==> config.mk <==
export PLATFORM = sky130hd
export DESIGN_NAME = pipe_stage_reg
export DESIGN_NICKNAME = d
export VERILOG_FILES = /design/src/rtl/pipe_stage_reg.sv
export SDC_FILE = /design/constraint.sdc
export NUM_CORES = 1
export LEC_CHECK = 0
export CORE_AREA = 2 2 208 210
export CTS_BUF_LIST = sky130_fd_sc_hd__clkbuf_16
export DETAILED_ROUTE_END_ITERATION = 12
export DIE_AREA = 0 0 210 212
export HOLD_SLACK_MARGIN = 0.15
export PLACE_DENSITY = 0.83
export SLEW_MARGIN = 10
export SYNTH_ARGS = -nofsm -noshare
export SYNTH_HDL_FRONTEND = slang
export SYNTH_SLANG_ARGS = --single-unit
==> constraint.sdc <==
create_clock -name clk -period 3.6 [get_ports clk]
set_input_delay 1.08 -clock clk [delete_from_list [all_inputs] [get_ports clk]]
set_output_delay 1.08 -clock clk [all_outputs]
set_load 0.005 [all_outputs]
==> src/rtl/pipe_stage_reg.sv <==
// Pipeline stage register with a two-entry skid buffer between any two CPU stages.
// Carries NFIELD data fields plus a PC; req redirects to EXC_PC, flush inserts a bubble.
module pipe_stage_reg #(
    parameter int                 NFIELD = 7,
    parameter int                 WIDTH  = 32,
    parameter logic [WIDTH-1:0]   EXC_PC = 'h0000_4180,
    parameter int                 CNT_W  = 16
) (
    input  logic                     clk,
    input  logic                     reset,
    input  logic                     req,
    input  logic                     flush,
    input  logic                     in_valid,
    output logic                     in_ready,
    input  logic [NFIELD*WIDTH-1:0]  in_data,
    input  logic [WIDTH-1:0]         in_pc,
    output logic                     out_valid,
    input  logic                     out_ready,
    output logic [NFIELD*WIDTH-1:0]  out_data,
    output logic [WIDTH-1:0]         out_pc,
    output logic [1:0]               occupancy,
    output logic [CNT_W-1:0]         xfer_cnt
);

    localparam int DW = NFIELD * WIDTH;

    logic             out_valid_q, out_valid_n;
    logic [DW-1:0]    out_data_q,  out_data_n;
    logic [WIDTH-1:0] out_pc_q,    out_pc_n;
    logic             skid_valid_q, skid_valid_n;
    logic [DW-1:0]    skid_data_q,  skid_data_n;
    logic [WIDTH-1:0] skid_pc_q,    skid_pc_n;
    logic             in_ready_q,   in_ready_n;
    logic [CNT_W-1:0] xfer_cnt_q,   xfer_cnt_n;

    logic in_hs;
    logic out_hs;
    logic out_free;

    // in_ready is a register, so the input handshake never depends on out_ready combinationally
    assign in_hs    = in_valid && in_ready_q && !req && !flush;
    assign out_hs   = out_valid_q && out_ready;
    assign out_free = !out_valid_q || out_hs;

    always_comb begin
        out_valid_n  = out_valid_q;
        out_data_n   = out_data_q;
        out_pc_n     = out_pc_q;
        skid_valid_n = skid_valid_q;
        skid_data_n  = skid_data_q;
        skid_pc_n    = skid_pc_q;
        xfer_cnt_n   = xfer_cnt_q;

        if (req || flush) begin
            out_valid_n  = 1'b0;
            out_data_n   = '0;
            out_pc_n     = req ? EXC_PC : '0;
            skid_valid_n = 1'b0;
            skid_data_n  = '0;
            skid_pc_n    = '0;
        end else begin
            if (out_hs && (xfer_cnt_q != {CNT_W{1'b1}}))
                xfer_cnt_n = xfer_cnt_q + CNT_W'(1);

            if (out_free) begin
                if (skid_valid_q) begin
                    out_valid_n = 1'b1;
                    out_data_n  = skid_data_q;
                    out_pc_n    = skid_pc_q;
                    if (in_hs) begin
                        skid_valid_n = 1'b1;
                        skid_data_n  = in_data;
                        skid_pc_n    = in_pc;
                    end else begin
                        skid_valid_n = 1'b0;
                    end
                end else if (in_hs) begin
                    out_valid_n = 1'b1;
                    out_data_n  = in_data;
                    out_pc_n    = in_pc;
                end else begin
                    // an emptied OUT keeps its last data/PC so out_pc stays meaningful
                    out_valid_n = 1'b0;
                end
            end else if (in_hs) begin
                skid_valid_n = 1'b1;
                skid_data_n  = in_data;
                skid_pc_n    = in_pc;
            end
        end

        in_ready_n = !skid_valid_n;
    end

    always_ff @(posedge clk) begin
        if (!reset) begin
            out_valid_q  <= 1'b0;
            out_data_q   <= '0;
            out_pc_q     <= '0;
            skid_valid_q <= 1'b0;
            skid_data_q  <= '0;
            skid_pc_q    <= '0;
            in_ready_q   <= 1'b1;
            xfer_cnt_q   <= '0;
        end else begin
            out_valid_q  <= out_valid_n;
            out_data_q   <= out_data_n;
            out_pc_q     <= out_pc_n;
            skid_valid_q <= skid_valid_n;
            skid_data_q  <= skid_data_n;
            skid_pc_q    <= skid_pc_n;
            in_ready_q   <= in_ready_n;
            xfer_cnt_q   <= xfer_cnt_n;
        end
    end

    assign in_ready  = in_ready_q;
    assign out_valid = out_valid_q;
    assign out_data  = out_data_q;
    assign out_pc    = out_pc_q;
    assign occupancy = {1'b0, out_valid_q} + {1'b0, skid_valid_q};
    assign xfer_cnt  = xfer_cnt_q;

endmodule

==> results of run 1 <==
[metrics by stage]
step | util (%) | cells
final | 66.8 | 3404
after floorplan | - | 2369
after CTS | 66.7 | 3390
after detailed placement | 62.8 | 3296
after global routing | 66.8 | 3401
after global placement | 62.8 | 3296
[routing by layer]
metal | GRT usage (%) | part of all wire, % | vias up
met5 | 0 | 0.019 | -
met4 | 16.8 | 5.9 | 2
met3 | 6.68 | 6.7 | 196
met2 | 44.9 | 49 | 634
met1 | 29.1 | 38 | 8873
li1 | - | - | 9085
[power by group through the flow]
stage | Combinational [mW] | Sequential (mW) | Clock (mW)
6_report | 0.799 | 5.93 | 5.46
5_1_grt | 0.859 | 5.93 | 5.79
2_1_floorplan | 0.289 | 6.06 | 0
3_5_place_dp | 0.790 | 6.06 | 0
4_1_cts | 0.799 | 5.93 | 5.55
3_3_place_gp | 0.764 | 6.06 | 0
[worst reg2reg max path: cells and delay by family (launching register included)]
family / cells / cell delay, ns
flip-flops: 1 / 0.51
AND/OR/NAND/NOR: 1 / 0.34
AO/OA/AOI/OAI: 2 / 0.51
buffers and inverters: 2 / 0.97
[cells in the mapped netlist (2+ instances only)]
cell type  count  share of area, %
o21ai_0        9              0.22
mux2_2         3              0.16
a21oi_1      266               6.4
nor2_1       256               4.6
and4bb_2       2              0.12
buf_1          2             0.036
or3_1          2             0.060
dfxtp_1      531                51
nand2_1      524               9.4
buf_2        126               3.0
nand3_1        5              0.12
o31ai_1        6              0.22
nand4_1        4              0.12
and2_1         4              0.12
inv_1          5             0.090
buf_4          9              0.32
and4_1         2             0.084
a211oi_1     253               9.1
nor3_1         2             0.048
clkbuf_1      63               1.1
nand4_2        2              0.12
o31a_1         2             0.084
nand2b_1       5              0.15
o21a_1         3              0.11
ha_1           2              0.12
mux2i_1      259                12
nor4_1         6              0.18
or4_1          6              0.22
[final timing paths]
check | cells past startpoint | slack [ns] | from | to
setup / recovery | 2 | 0.66 | skid_valid_q | occupancy[0]
hold / removal | 2 | 0.45 | skid_data_q[148] | skid_data_q[148]
setup reg to reg | 5 | 1.17 | skid_valid_q | skid_data_q[64]
hold reg to reg | 2 | 0.45 | skid_data_q[148] | skid_data_q[148]
[cells in the final DEF (no fill, tap or decap), types with 3 or more instances in the layout]
| cell | instances |
|---|---|
| dfxtp_1 | 530 |
| a211oi_1 | 253 |
| mux2_2 | 3 |
| or4_1 | 6 |
| o21ai_0 | 9 |
| buf_4 | 21 |
| nand2_1 | 523 |
| nor2_1 | 256 |
| clkdlybuf4s50_1 | 537 |
| and2_1 | 4 |
| clkinv_2 | 8 |
| diode_2 | 14 |
| inv_1 | 16 |
| buf_12 | 24 |
| o31ai_1 | 6 |
| mux2i_1 | 259 |
| clkbuf_16 | 53 |
| nand2b_1 | 5 |
| a21oi_1 | 266 |
| nor4_1 | 5 |
| bufinv_16 | 7 |
| nand3_1 | 5 |
| nand4_1 | 4 |
| clkinv_1 | 12 |
[final cells by class]
class	instances	area, µm²	area share (%)
Clock buffer	53	1330	4.67
Sequential cell	531	10600	37.4
Inverter	5	18.8	0.0661
Clock inverter	41	360	1.27
Antenna cell	14	35.0	0.123
Multi-Input combinational cell	1632	9330	32.9
Tap cell	546	683	2.41
Timing Repair Buffer	582	6010	21.2
[state kept, by name, summed over array words and instances (netlist names)]
signal	count
skid_pc_q	32
in_ready	1
xfer_cnt	16
out_valid	1
out_pc	32
out_data	224
skid_data_q	224
skid_valid_q	1
[logic make-up (layout without fill, tap and decap cells)]
| group | after synthesis | count (layout) | synth area share, % |
|---|---|---|---|
| adder cells (fa/ha/maj) | 2 | 2 | 0.120 |
| buffers and inverters | 206 | 681 | 4.65 |
| flip-flops | 531 | 531 | 50.9 |
| AND/OR/NAND/NOR | 825 | 825 | 15.5 |
| multiplexers | 262 | 262 | 12.6 |
| other | 0 | 14 | 0 |
| AO/OA/AOI/OAI | 543 | 543 | 16.2 |
==> metrics.cfg, run 1 <==
[outcome]
status = complete, no violations

[placed_design]
dp_hpwl_um = 41300
pre_cts_slack_ns = 0.374
portBuffers = 537
place_congestion = 0.852
placed_area_mm2 = 0.0267

[global_route]
gr-total-overflow = 0
antenna_found_initial = 12
grt_pass1_wl_um = 95000
grt_start_max_net_pins = 131
grt_pass1_vias = 18300
track_usage_pct = 26.2

[route]
dr.pass1.iters = 5
vias = 18800
drc = 0
vias_per_cell = 5.52
drtIter0Drc = 1351
wl_per_cell_um = 18.1
drt_wl_total_um = 61500
ant_nets = 0

[logic_synthesis]
synth.distinct_cells = 38
ys.flop_type = dfxtp_1
ys_warn_count = 0
synth_nets = 2633
async_flop_share_pct = 0
syn-instance-count = 2369
syn_avg_cell_area_um2 = 8.82
synth_edf_count = 0
ys_seq_elements = 531
yosysSeqAreaShare_pct = 50.9
netlist_area_mm2 = 0.0209

[pwr]
ir_worst_vdd_mv = 0.406
clkPwrFrac_pct = 44.8
leakage_nw = 8.68
seqPwrFrac_pct = 48.6
power.share.switching_pct = 22.1
power.internal_mw = 9.50
p_per_area_mw_per_mm2 = 429
p_comb_share_pct = 6.6
finalPower_mw = 12.2
switching_power_mw = 2.69

[timing]
max_freq_mhz = 340
whs_ns = 0.452
worst_pin_slew_ns = 1.12
fin_tns_setup_ns = 0
hold_viol = 0
grt_setup_unrepaired = no
skew_ns = 0.0149
setup_viol = 0
slew_headroom_pct = 25.3
finalWorstSetupSlack_ns = 0.662
fin_crit_ns = 2.94
min_period_over_period_pct = 81.6
slew_viol_final = 0

[finish]
drive_gt1_share_pct = 4.54
fillers = 3239
area_growth_pct = 35.9
final_cell_area_mm2 = 0.0284
nNetsFinal = 3069

[cts]
clock-sinks = 531
holdBufCountCts = 0
cts_setup_buffers = 0
cts_tree = built
cts_made_buffers = 53
clkSlewWorstSetupHoldPaths_ns = 0.06
htree_levels = 2
cts_resized = 0
clock_latency_ns = 0.58
cts_root_buf = clkbuf_16
max-clock-path-buffers = 3

[floorplan]
fp.dieH_um = 212
dieArea_mm2 = 0.0445
pin_count = 538
initial_core_util_pct = 49.2
coreArea_mm2 = 0.0425
row_count = 76
die_w_um = 210

[critical_path]
criticalPathCategory = reg -> out
cp-start-kind = register
path_max_fanout = 14
slowest_stage = dfxtp_4
path_cells = ha_1 -> clkdlybuf4s50_1
slowest_delay_ns = 0.51
crit_family = flip-flops
path_buf_inv = 1
crit_arrival_ns = 1.86
worstSetupEndpointType = output port
cp.required_ns = 2.52

[job]
cap_violations = 0

[worst_hold_path]
hold_class = reg -> reg

(Power assumes the default switching activity.)
==> run 2: changes to the inputs <==
- CORE_AREA: 2 2 208 210 -> 2 2 210 212
- DIE_AREA: 0 0 210 212 -> 0 0 212 214
- PLACE_DENSITY: 0.83 -> 0.81
- clock period: 3.6 -> 3 ns (I/O delays scaled with it)
==> run 2 against run 1 <==
Effect of this change: sequential share of layout area down 0.51 points; global-route usage grew 0.26 points; utilization is 0.32 points higher; clock skew rose by 0.0068 ns; worst hold slack about the same; clock power is 19% higher; final area grew 1.4%; wire length grew 1.4%; first-iteration DRC count rose by 10%; via count grew 0.32%; power is 20% higher; largest power group unchanged.
==> metrics.cfg, run 2 (synthesis results as in run 1) <==
[critical_path]
path_max_fanout = 5
slowest_delay_ns = 0.49
worstSetupEndpointType = output port
crit_family = buffers and inverters
path_cells = ha_1 -> clkdlybuf4s50_1
path_buf_inv = 1
criticalPathCategory = reg -> out
crit_arrival_ns = 1.74
slowest_stage = clkdlybuf4s50_1
cp.required_ns = 2.10
cp-start-kind = register

[pwr]
p_per_area_mw_per_mm2 = 508
power.share.switching_pct = 22.0
leakage_nw = 8.87
ir_worst_vdd_mv = 0.462
power.internal_mw = 11.4
switching_power_mw = 3.22
p_comb_share_pct = 6.7
finalPower_mw = 14.6
clkPwrFrac_pct = 44.6
seqPwrFrac_pct = 48.7

[finish]
final_cell_mix = clkdlybuf4s50_1 (537), dfxtp_1 (530), nand2_1 (523), a21oi_1 (266), mux2i_1 (259)
area_growth_pct = 37.8
stdcell_count = 3465
drive_gt1_share_pct = 5.51
layout_commonest_cell = clkdlybuf4s50_1
nNetsFinal = 3096

[global_route]
gr-total-overflow = 0
grt_pass1_vias = 18400
grt_pass1_wl_um = 97000
antenna_found_initial = 15
track_usage_pct = 26.5
grt_start_max_net_pins = 131

[route]
ant_nets = 0
wl_per_cell_um = 18.0
vias = 18900
drt_wl_total_um = 62400
vias_per_cell = 5.44
drc = 0
dr.pass1.iters = 8
drtIter0Drc = 1488

[placed_design]
dp_hpwl_um = 43200
place_inst = 3362
place_congestion = 0.890
portBuffers = 537

[floorplan]
dieArea_mm2 = 0.0454
die_w_um = 212
pin_count = 538
coreArea_mm2 = 0.0429
fp.dieH_um = 214
initial_core_util_pct = 48.7
row_count = 76

[outcome]
status = complete, no violations

[cts]
htree_levels = 2
clock_latency_ns = 0.59
cts_tree = built
cts_resized = 0
holdBufCountCts = 0
clkSlewWorstSetupHoldPaths_ns = 0.06
cts_root_buf = clkbuf_16
cts_made_buffers = 53
cts_setup_buffers = 0
max-clock-path-buffers = 3
clock-sinks = 531

[timing]
worst_pin_slew_ns = 1.19
grt_setup_unrepaired = no
slew_headroom_pct = 20.5
max_freq_mhz = 379
hold_viol = 0
min_period_over_period_pct = 87.9
fin_tns_setup_ns = 0
slew_viol_final = 0
fin_crit_ns = 2.64
skew_ns = 0.0217
setup_viol = 0

[job]
cap_violations = 0

[worst_hold_path]
hold_class = reg -> reg

run 2: final timing paths:
check | slack, ns | end | startpoint | depth (start not counted)
setup / recovery | 0.36 | occupancy[0] | skid_valid_q | 2
hold reg to reg | 0.45 | skid_data_q[21] | skid_data_q[21] | 2
hold / removal | 0.45 | skid_data_q[21] | skid_data_q[21] | 2
setup reg to reg | 0.92 | skid_data_q[85] | skid_valid_q | 6
run 2: layer usage:
| metal | vias up | part of all wire (%) | track usage (%) |
|---|---|---|---|
| met2 | 658 | 48 | 44.5 |
| li1 | 9119 | - | - |
| met4 | 6 | 5.3 | 15.2 |
| met3 | 182 | 7.2 | 6.63 |
| met5 | - | 0.067 | 0 |
| met1 | 8885 | 39 | 30.5 |
run 2: final cells by class:
type	instances	area (µm²)
fillers	3267	14100
flip-flops and latches	531	10600
multi-input cells	1632	9330
repair buffers	609	6350
clock buffers	56	1400
well taps	585	732
clock inverters	36	297
diodes	11	27.5
inverters	5	18.8
run 2: worst register-to-register path: cells and delay by family (launching register included):
family	cells	cell delay, ns
buffers and inverters	3	1.04
AOI/OAI and AO/OA	2	0.45
DFF	1	0.41
and+or+nand+nor	1	0.10
run 2: power by group through the flow:
stage / registers [mW] / logic [mW] / clock network (mW)
CTS: 7.12 / 0.976 / 6.62
detailed placement: 7.28 / 0.965 / 0
global placement: 7.27 / 0.941 / 0
finish: 7.12 / 0.977 / 6.52
global route: 7.12 / 1.05 / 6.89
floorplan: 7.28 / 0.347 / 0
run 2: stage by stage:
step                hold slack (ns)  setup slack, ns  utilization, %  cell area [µm²]
global route                  0.469            0.320            67.1            28800
detailed placement            0.446            0.111            63.1            27100
finish                        0.452            0.362            67.1            28800
CTS                           0.454            0.329            67.1            28800
floorplan                     0.433            0.984               -            20900
global placement              0.440            0.216            63.1            27100
==> run 3: changes to the inputs <==
- TNS_END_PERCENT: default -> 10
==> results of run 3 <==
Same layout as run 2: the final DEF is identical, and so are final timing and power.
